$ cat src/rtl/hazard_unit_pkg.sv
// -----------------------------------------------------------------------------
// hazard_unit_pkg
// Shared pipeline definitions for the hazard unit:
//   - hazard_state_e : FSM state enumeration (RUN / STALL / FLUSH)
//   - HZ_CNT_W       : width of the stall/flush down-counter (covers 1..8)
//   - HZ_REG_W       : register-index width
//   - load_use_hazard: load-use detection between ID and ID/EX
// -----------------------------------------------------------------------------
package hazard_unit_pkg;

  localparam int HZ_CNT_W = $clog2(9);
  localparam int HZ_REG_W = 5;

  typedef enum logic [1:0] {
    ST_RUN   = 2'd0,
    ST_STALL = 2'd1,
    ST_FLUSH = 2'd2
  } hazard_state_e;

  // A load in EX whose destination is read by the ID instruction; x0 never
  // creates a dependency because it is hard-wired to zero.
  function automatic logic load_use_hazard(
    input logic                mem_read,
    input logic [HZ_REG_W-1:0] ex_rd,
    input logic [HZ_REG_W-1:0] id_rs1,
    input logic [HZ_REG_W-1:0] id_rs2,
    input logic                uses_rs2
  );
    logic hit_s;
    hit_s = (ex_rd == id_rs1) || (uses_rs2 && (ex_rd == id_rs2));
    return mem_read && (ex_rd != {HZ_REG_W{1'b0}}) && hit_s;
  endfunction

endpackage

$ cat src/rtl/hazard_stats.sv
// -----------------------------------------------------------------------------
// hazard_stats
// Saturating event counters for the hazard unit (built only when
// HAZARD_STATS_EN is defined).
//   clk, reset          : clock, synchronous active-high reset (clears counts)
//   stall_i             : PC held this cycle
//   branch_i            : taken branch this cycle
//   stall_cycles_o [32] : number of cycles with the PC held
//   flush_events_o [32] : number of taken branches
// -----------------------------------------------------------------------------
module hazard_stats (
  input  logic        clk,
  input  logic        reset,
  input  logic        stall_i,
  input  logic        branch_i,
  output logic [31:0] stall_cycles_o,
  output logic [31:0] flush_events_o
);

  logic [31:0] stall_cnt_d, stall_cnt_q;
  logic [31:0] flush_cnt_d, flush_cnt_q;

  // Next-count logic: increment on event, stick at all-ones.
  always_comb begin
    stall_cnt_d = stall_cnt_q;
    flush_cnt_d = flush_cnt_q;
    if (stall_i && (stall_cnt_q != 32'hFFFF_FFFF)) begin
      stall_cnt_d = stall_cnt_q + 32'd1;
    end else begin
      stall_cnt_d = stall_cnt_q;
    end
    if (branch_i && (flush_cnt_q != 32'hFFFF_FFFF)) begin
      flush_cnt_d = flush_cnt_q + 32'd1;
    end else begin
      flush_cnt_d = flush_cnt_q;
    end
  end

  // Counter registers.
  always_ff @(posedge clk) begin
    if (reset) begin
      stall_cnt_q <= 32'd0;
      flush_cnt_q <= 32'd0;
    end else begin
      stall_cnt_q <= stall_cnt_d;
      flush_cnt_q <= flush_cnt_d;
    end
  end

  assign stall_cycles_o = stall_cnt_q;
  assign flush_events_o = flush_cnt_q;

endmodule

$ cat src/rtl/hazard_unit.sv
// -----------------------------------------------------------------------------
// hazard_unit
// Load-use stall and taken-branch flush control for a 5-stage pipeline.
// Optional statistics counters are built when HAZARD_STATS_EN is defined.
// Parameters:
//   LOAD_STALL_CYCLES   : cycles ID is held per load-use hazard (1..8)
//   BRANCH_FLUSH_CYCLES : cycles IF/ID and ID/EX are flushed per branch (1..8)
// Ports:
//   clk, reset            : clock, synchronous active-high reset
//   ID_RS1, ID_RS2 [5]    : source registers of the ID instruction
//   ID_UsesRS2            : ID instruction reads rs2
//   EX_RD [5], EX_MemRead : destination / load flag of the ID/EX instruction
//   BranchTaken           : branch resolved taken this cycle
//   PCWrite, IF_ID_Write  : PC / IF/ID load enables
//   ID_EX_Bubble          : zero ID/EX control fields
//   IF_ID_Flush           : IF/ID loads a NOP
//   ID_EX_Flush           : ID/EX loads all zeros
//   StallCycles, FlushEvents [32] (HAZARD_STATS_EN only) : statistics
// Outputs are combinational from the FSM state and the current inputs so a
// hazard or branch acts in the cycle it is seen.
// -----------------------------------------------------------------------------
module hazard_unit
  import hazard_unit_pkg::*;
#(
  parameter int LOAD_STALL_CYCLES   = 1,
  parameter int BRANCH_FLUSH_CYCLES = 1
) (
  input  logic                clk,
  input  logic                reset,
  input  logic [HZ_REG_W-1:0] ID_RS1,
  input  logic [HZ_REG_W-1:0] ID_RS2,
  input  logic                ID_UsesRS2,
  input  logic [HZ_REG_W-1:0] EX_RD,
  input  logic                EX_MemRead,
  input  logic                BranchTaken,
  output logic                PCWrite,
  output logic                IF_ID_Write,
  output logic                ID_EX_Bubble,
  output logic                IF_ID_Flush,
  output logic                ID_EX_Flush
`ifdef HAZARD_STATS_EN
  ,
  output logic [31:0]         StallCycles,
  output logic [31:0]         FlushEvents
`endif
);

  // Counter reload values: the first stall/flush cycle happens in RUN, so
  // the counter only covers the remaining cycles.
  localparam logic [HZ_CNT_W-1:0] STALL_RELOAD = HZ_CNT_W'(LOAD_STALL_CYCLES - 1);
  localparam logic [HZ_CNT_W-1:0] FLUSH_RELOAD = HZ_CNT_W'(BRANCH_FLUSH_CYCLES - 1);
  localparam logic [HZ_CNT_W-1:0] CNT_ZERO     = {HZ_CNT_W{1'b0}};
  localparam logic [HZ_CNT_W-1:0] CNT_ONE      = {{(HZ_CNT_W-1){1'b0}}, 1'b1};

  hazard_state_e             state_d, state_q;
  logic [HZ_CNT_W-1:0]       cnt_d, cnt_q;
  logic                      hazard_s;

  // Next-state, counter and output decode.
  always_comb begin
    hazard_s     = load_use_hazard(EX_MemRead, EX_RD, ID_RS1, ID_RS2, ID_UsesRS2);
    state_d      = state_q;
    cnt_d        = cnt_q;
    PCWrite      = 1'b1;
    IF_ID_Write  = 1'b1;
    ID_EX_Bubble = 1'b0;
    IF_ID_Flush  = 1'b0;
    ID_EX_Flush  = 1'b0;

    if (BranchTaken) begin
      // Branch wins over any hazard and aborts a stall; the PC keeps moving
      // so a flush is never paired with a held PC.
      IF_ID_Flush = 1'b1;
      ID_EX_Flush = 1'b1;
      if (BRANCH_FLUSH_CYCLES > 1) begin
        state_d = ST_FLUSH;
        cnt_d   = FLUSH_RELOAD;
      end else begin
        state_d = ST_RUN;
        cnt_d   = CNT_ZERO;
      end
    end else begin
      case (state_q)
        ST_RUN: begin
          if (hazard_s) begin
            PCWrite      = 1'b0;
            IF_ID_Write  = 1'b0;
            ID_EX_Bubble = 1'b1;
            if (LOAD_STALL_CYCLES > 1) begin
              state_d = ST_STALL;
              cnt_d   = STALL_RELOAD;
            end else begin
              state_d = ST_RUN;
            end
          end else begin
            state_d = ST_RUN;
          end
        end
        ST_STALL: begin
          PCWrite      = 1'b0;
          IF_ID_Write  = 1'b0;
          ID_EX_Bubble = 1'b1;
          if (cnt_q <= CNT_ONE) begin
            state_d = ST_RUN;
            cnt_d   = CNT_ZERO;
          end else begin
            cnt_d   = cnt_q - CNT_ONE;
          end
        end
        ST_FLUSH: begin
          // Hazards are ignored: the instructions involved are being flushed.
          IF_ID_Flush = 1'b1;
          ID_EX_Flush = 1'b1;
          if (cnt_q <= CNT_ONE) begin
            state_d = ST_RUN;
            cnt_d   = CNT_ZERO;
          end else begin
            cnt_d   = cnt_q - CNT_ONE;
          end
        end
        default: begin
          state_d = ST_RUN;
          cnt_d   = CNT_ZERO;
        end
      endcase
    end
  end

  // State and counter registers.
  always_ff @(posedge clk) begin
    if (reset) begin
      state_q <= ST_RUN;
      cnt_q   <= CNT_ZERO;
    end else begin
      state_q <= state_d;
      cnt_q   <= cnt_d;
    end
  end

`ifdef HAZARD_STATS_EN
  hazard_stats u_stats (
    .clk            (clk),
    .reset          (reset),
    .stall_i        (~PCWrite),
    .branch_i       (BranchTaken),
    .stall_cycles_o (StallCycles),
    .flush_events_o (FlushEvents)
  );
`endif

endmodule

$ cat config.mk
export PLATFORM = sky130hd
export DESIGN_NAME = hazard_unit
export DESIGN_NICKNAME = d
export VERILOG_FILES = /design/src/rtl/hazard_unit_pkg.sv /design/src/rtl/hazard_stats.sv /design/src/rtl/hazard_unit.sv
export SDC_FILE = /design/constraint.sdc
export NUM_CORES = 1
export LEC_CHECK = 0
export CORE_AREA = 2 2 39 41
export DETAILED_ROUTE_END_ITERATION = 10
export DIE_AREA = 0 0 41 43
export GPL_TIMING_DRIVEN = 0
export PLACE_DENSITY = 0.58
export SYNTH_ARGS = -nofsm -noshare
export SYNTH_HDL_FRONTEND = slang
export SYNTH_SLANG_ARGS = --single-unit
$ cat constraint.sdc
create_clock -name clk -period 2.5 [get_ports clk]
set_input_delay 0.25 -clock clk [delete_from_list [all_inputs] [get_ports clk]]
set_output_delay 0.25 -clock clk [all_outputs]
set_load 0.005 [all_outputs]
==> results of run 1 <==
==> final cells by class <==
cell class | count | area (um^2) | share of cell area
buffer | 3 | 22.52 | 0.05279
inverter | 1 | 3.754 | 0.008798
multi-input combinational | 18 | 150.1 | 0.3519
tap | 16 | 20.02 | 0.04692
timing repair buffer | 23 | 230.2 | 0.5396
==> metal layers <==
layer / vias to the layer above / share of wire / GRT usage
met2: 7 / 0.57 / 0.1406
met5: - / 0 / 0
met1: 95 / 0.33 / 0.07595
li1: 122 / - / -
met4: 0 / 0 / 0
met3: 0 / 0.097 / 0
==> through the flow <==
step	cell area, um^2	worst slack, ns	hold WS, ns	utilization
after global routing	426.7	0.05798	1.537	0.3083
after CTS	420.4	0.05014	1.476	0.3038
after detailed placement	420.4	0.05551	1.476	0.3038
after global placement	420.4	0.06378	1.476	0.3038
final	426.7	0.1188	1.490	0.3083
after floorplan	170.2	1.079	0.5808	-
==> worst max-delay path: stages <==
cell             delay (ns)
clkdlybuf4s50_1        0.48
or4_4                  0.57
o2111ai_2              0.20
buf_4                  0.14
clkdlybuf4s50_1        0.50
==> synth_stat cells <==
master | number | area [um^2]
buf_4 | 3 | 22.52
nand4_1 | 1 | 6.260
or4_4 | 1 | 11.26
xnor2_1 | 10 | 87.58
nand3_1 | 1 | 5.000
o2111ai_1 | 1 | 8.760
inv_1 | 1 | 3.750
nand2_1 | 2 | 7.510
o22ai_1 | 1 | 6.260
o2111a_1 | 1 | 11.26
==> kinds of logic (layout without fill, tap and decap cells) <==
| logic type | after synthesis | count (layout) |
|---|---|---|
| XOR/XNOR | 10 | 10 |
| AND/OR/NAND/NOR | 5 | 5 |
| buffers and inverters | 4 | 27 |
| AO/OA/AOI/OAI | 3 | 3 |
==> where the power goes <==
part / total, mW / switching [mW] / internal [mW]
clock network: 0 / 0 / 0
logic: 0.0621 / 0.0184 / 0.0437
registers: 0 / 0 / 0
==> final timing paths <==
path	endpoint	depth (start not counted)	slack [ns]
min	ID_EX_Bubble	3	1.49
max	PCWrite	5	0.12
==> cell usage in the layout, fill, tap and decap left out, drive strengths merged <==
cell type,synthesis,final
clkdlybuf4s50,0,23
xnor2,10,10
buf,3,3
nand2,2,2
or4,1,1
nand3,1,1
nand4,1,1
o22ai,1,1
inv,1,1
o2111a,1,1
o2111ai,1,1
==> timing repair <==
item | in CTS | in global routing
hold buffers | 0 | 0
gates resized for setup | 0 | 1
endpoints found under the setup margin | 0 | 1
==> impl_results.md, run 1 <==
* Status: completed
* Post-DRT Antenna Nets at 0
* Largest net degree at the start of global routing at 5
* Avg Cell Area, Syn at 7.735 um^2
* Max-capacitance violation count at 0
* Worst endpoint data arrival time at 2.13 ns
* Synth Area in Compound Gates at 0.1544
* Period minus WS final at 2.381 ns
* Vias per Instance at 3.672
* Power Density at 145.7 mW/mm^2
* Number of cell rows at 14
* Worst IR Drop VDD at 0.02355 mV
* DP Cell Count at 61
* Gate Count Post-Synth at 22
* Die Y at 43 um
* Synth Area in Adders at 0
* Starting Density at 0.1230
* CP endpoint kind: output pin
* Final wirelength at 557 um
* Synthesized Nets at 42
* Lkg Pwr at 0.1423 nW
* Setup CP Type: input pin to output pin
* Fin Setup TNS at 0 ns
* Worst setup SP type: input pin
* Routability cong. at 0.5103
* Cell Area, Synth at 170.2 um^2
* Core area at 0.001384 mm^2
* Area Overhead vs Synth at 150.7%
* Vias in the first global route at 234
* Hold Startpoint: EX_MemRead
* Fin. max-slew vios at 0
* Initial drt markers at 1
* GRT overflow at 0
* Drt pass-1 iters at 2
* Crit. Startpoint: EX_RD[0]
* Post-Synth XOR/XNOR Area at 0.5147
* Layout fillers at 146
* Total track usage at 0.06893
* Post-synth cell types at 10
* Register area at 0 um^2
* Die extent in x at 41 um
* Finished Layout Cells at 61
* Layout Nets at 67
* Setup bufs post-CTS at 0
* Port buffer count at 23
* Wirelength per Cell at 9.131 um
* Fraction of layout cells with a size suffix above 1 at 0.1111
* Yosys warning count at 0
* Via count at 224
* CP Max Fanout at 3
* Worst-Margin Slew at 0.2330 ns
* Residual DRC at 0
* Multiplexer share of the synthesized area at 0
* Register area share after synthesis at 0
* Total Die Area at 0.001763 mm^2
* Final setup violation count at 0
* Crit share post-route at 0.9525
* Worst Path Required at 2.25 ns
* HP Class: input pin to output pin
* Post-DP HPWL at 502.8 um
* First-pass GRT wire length at 917 um
* Max Fclk at 420.0 MHz
* Ant diodes at 0
* Hold violation count in the final report at 0
* Synth Area in Simple Gates at 0.1765
* Initial antenna violation count at 0
* Combinational family with the most area after synthesis: XOR/XNOR gates
* Worst slew margin relative to its limit at 0.8447
* Clock buffer count at 0
* RSZ-0062 raised after global routing: false
* I/O Pins at 25
* Sequential cells at 0
* Overall power at 62.15 uW
Power figures use the tool's default switching activity.
==> inputs of run 2 (changes only) <==
CORE_AREA = 4 4 41 43   (was 2 2 39 41)
DIE_AREA = 0 0 45 47   (was 0 0 41 43)
SETUP_SLACK_MARGIN = 0.5   (was unset)
==> run 2 against run 1 <==
Compared with the run above:
- sequential share of layout area unchanged
- maximum frequency grew 24%
- flip-flop and latch count did not move
- critical path depth up 2
- wire length rose by 22%
- die area increased by 20%
- worst setup slack better by 0.46 ns
- final area is 3.8% higher
- critical path type unchanged
- worst hold slack worse by 0.32 ns
- core utilization rose by 3.2 points
- first-iteration DRC count is 100% lower
- largest power group unchanged
- power decreased by 0.36%
==> impl_results.md, run 2 (synthesis results as in run 1) <==
* Total track usage at 0.05665 (was 0.06893)
* First-pass GRT wire length at 952 um (was 917 um)
* Sequential cells at 0 (unchanged)
* RSZ-0062 raised after global routing: false (unchanged)
* Initial antenna violation count at 0 (unchanged)
* Post-DRT Antenna Nets at 0 (unchanged)
* CP Max Fanout at 2 (was 3)
* Lkg Pwr at 0.1994 nW (was 0.1423 nW)
* DP Cell Count at 60 (was 61)
* Final Core Density at 0.3404 (was 0.3083)
* Routability cong. at 0.7064 (was 0.5103)
* Ant diodes at 0 (unchanged)
* Commonest non-fill, non-tap cells in the layout: clkdlybuf4s50_1, xnor2_1, dlygate4sd2_1 (was clkdlybuf4s50_1, xnor2_1, buf_4)
* Fin Setup TNS at 0 ns (unchanged)
* Largest net degree at the start of global routing at 5 (unchanged)
* Die extent in x at 45 um (was 41 um)
* Final worst slack at 0.5777 ns (was 0.1188 ns)
* Crit share post-route at 0.7689 (was 0.9525)
* Die Y at 47 um (was 43 um)
* Initial drt markers at 0 (was 1)
* Worst-Margin Slew at 0.1964 ns (was 0.2330 ns)
* Residual DRC at 0 (unchanged)
* Crit. Startpoint: ID_RS1[4] (was EX_RD[0])
* Clock buffer count at 0 (unchanged)
* Final wirelength at 679 um (was 557 um)
* Critical path destination: IF_ID_Write (was PCWrite)
* HP Class: input pin to output pin (unchanged)
* Hold violation count in the final report at 0 (unchanged)
* Max Fclk at 520.2 MHz (was 420.0 MHz)
* Wirelength per Cell at 10.95 um (was 9.131 um)
* Max-capacitance violation count at 0 (unchanged)
* Via count at 245 (was 224)
* Commonest non-fill, non-tap cell in the layout: clkdlybuf4s50_1 (unchanged)
* Dpl ws at 0.09084 ns (was 0.05551 ns)
* Number of cell rows at 13 (was 14)
* Worst slew margin relative to its limit at 0.8691 (was 0.8447)
* Setup CP Type: input pin to output pin (unchanged)
* Starting Density at 0.1308 (was 0.1230)
* Final hold slack at 1.173 ns (was 1.490 ns)
* Fin. max-slew vios at 0 (unchanged)
* Vias per Instance at 3.952 (was 3.672)
* GRT overflow at 0 (unchanged)
* Period minus WS final at 1.922 ns (was 2.381 ns)
* Finished Layout Cells at 62 (was 61)
* Port buffer count at 23 (unchanged)
* Layout Nets at 69 (was 67)
* Fraction of layout cells with a size suffix above 1 at 0.1915 (was 0.1111)
* Area Overhead vs Synth at 160.3% (was 150.7%)
* Power Density at 139.8 mW/mm^2 (was 145.7 mW/mm^2)
* CTS Hold Buffers Added at 0 (unchanged)
* Register area at 0 um^2 (unchanged)
* Core area at 0.001301 mm^2 (was 0.001384 mm^2)
* Worst setup SP type: input pin (unchanged)
* Worst IR Drop VDD at 0.02557 mV (was 0.02355 mV)
* Worst Path Required at 2.25 ns (about the same)
* Worst endpoint data arrival time at 1.67 ns (was 2.13 ns)
* Total Die Area at 0.002115 mm^2 (was 0.001763 mm^2)
* I/O Pins at 25 (unchanged)
* CP endpoint kind: output pin (unchanged)
* Final setup violation count at 0 (unchanged)
* Drt pass-1 iters at 1 (was 2)
* Vias in the first global route at 240 (was 234)
* Status: completed (unchanged)
## run 2: changes by cell type in the layout (fill, tap and decap cells not counted), moves of 2 or more
cell	before	now
buf_4	3	5
clkdlybuf4s50_1	23	11
dlygate4sd2_1	0	7
dlymetal6s2s_1	0	4
## run 2: per-stage QoR
stage / total power [mW] / instance area [um^2]
2_1_floorplan: 0.02182 / 170.2
6_report: 0.06192 / 442.9
3_3_place_gp: 0.06159 / 419.2
4_1_cts: 0.06227 / 429.2
5_1_grt: 0.06654 / 442.9
3_5_place_dp: 0.06204 / 419.2
## run 2: area by class of cell
class,count,area [um^2]
multi-input cells,18,156.4
repair buffers,25,241.5
fillers,145,858.3
well taps,15,18.77
plain buffers,3,22.52
inverters,1,3.754
## run 2: routing by layer
layer / vias up / part of all wire / track usage
li1: 127 / - / -
met1: 109 / 0.36 / 0.06067
met2: 9 / 0.54 / 0.1215
met3: 0 / 0.094 / 0.007663
met4: 0 / 0 / 0
met5: - / 0 / 0
## run 2: where the power goes
part	switching, mW	leakage [nW]	total (mW)	internal, mW
clock	0	0	0	0
sequential	0	0	0	0
combinational	0.0204	0.199	0.0619	0.0415
total	0.0204	0.199	0.0619	0.0415
## run 2: critical path, stage by stage
cell	delay (ns)
clkdlybuf4s50_1	0.47
xnor2_1	0.12
nand3_1	0.12
o22ai_2	0.17
buf_4	0.14
o2111ai_2	0.12
dlygate4sd2_1	0.28
## run 2: worst min path at each step
stage           startpoint      endpoint  cells past startpoint
6_report          EX_RD[1]       PCWrite                      4
2_1_floorplan  BranchTaken   ID_EX_Flush                      1
4_1_cts           EX_RD[1]   IF_ID_Write                      3
3_3_place_gp    EX_MemRead  ID_EX_Bubble                      3
5_1_grt           EX_RD[1]       PCWrite                      4
3_5_place_dp    EX_MemRead  ID_EX_Bubble                      3
## run 2: what timing repair did
action / in CTS / in global routing
setup endpoints to repair: 3 / 2
pin swaps: 3 / 8
hold endpoints to repair: 0 / 0
buffers inserted: 1 / 1
gates resized for setup: 10 / 6
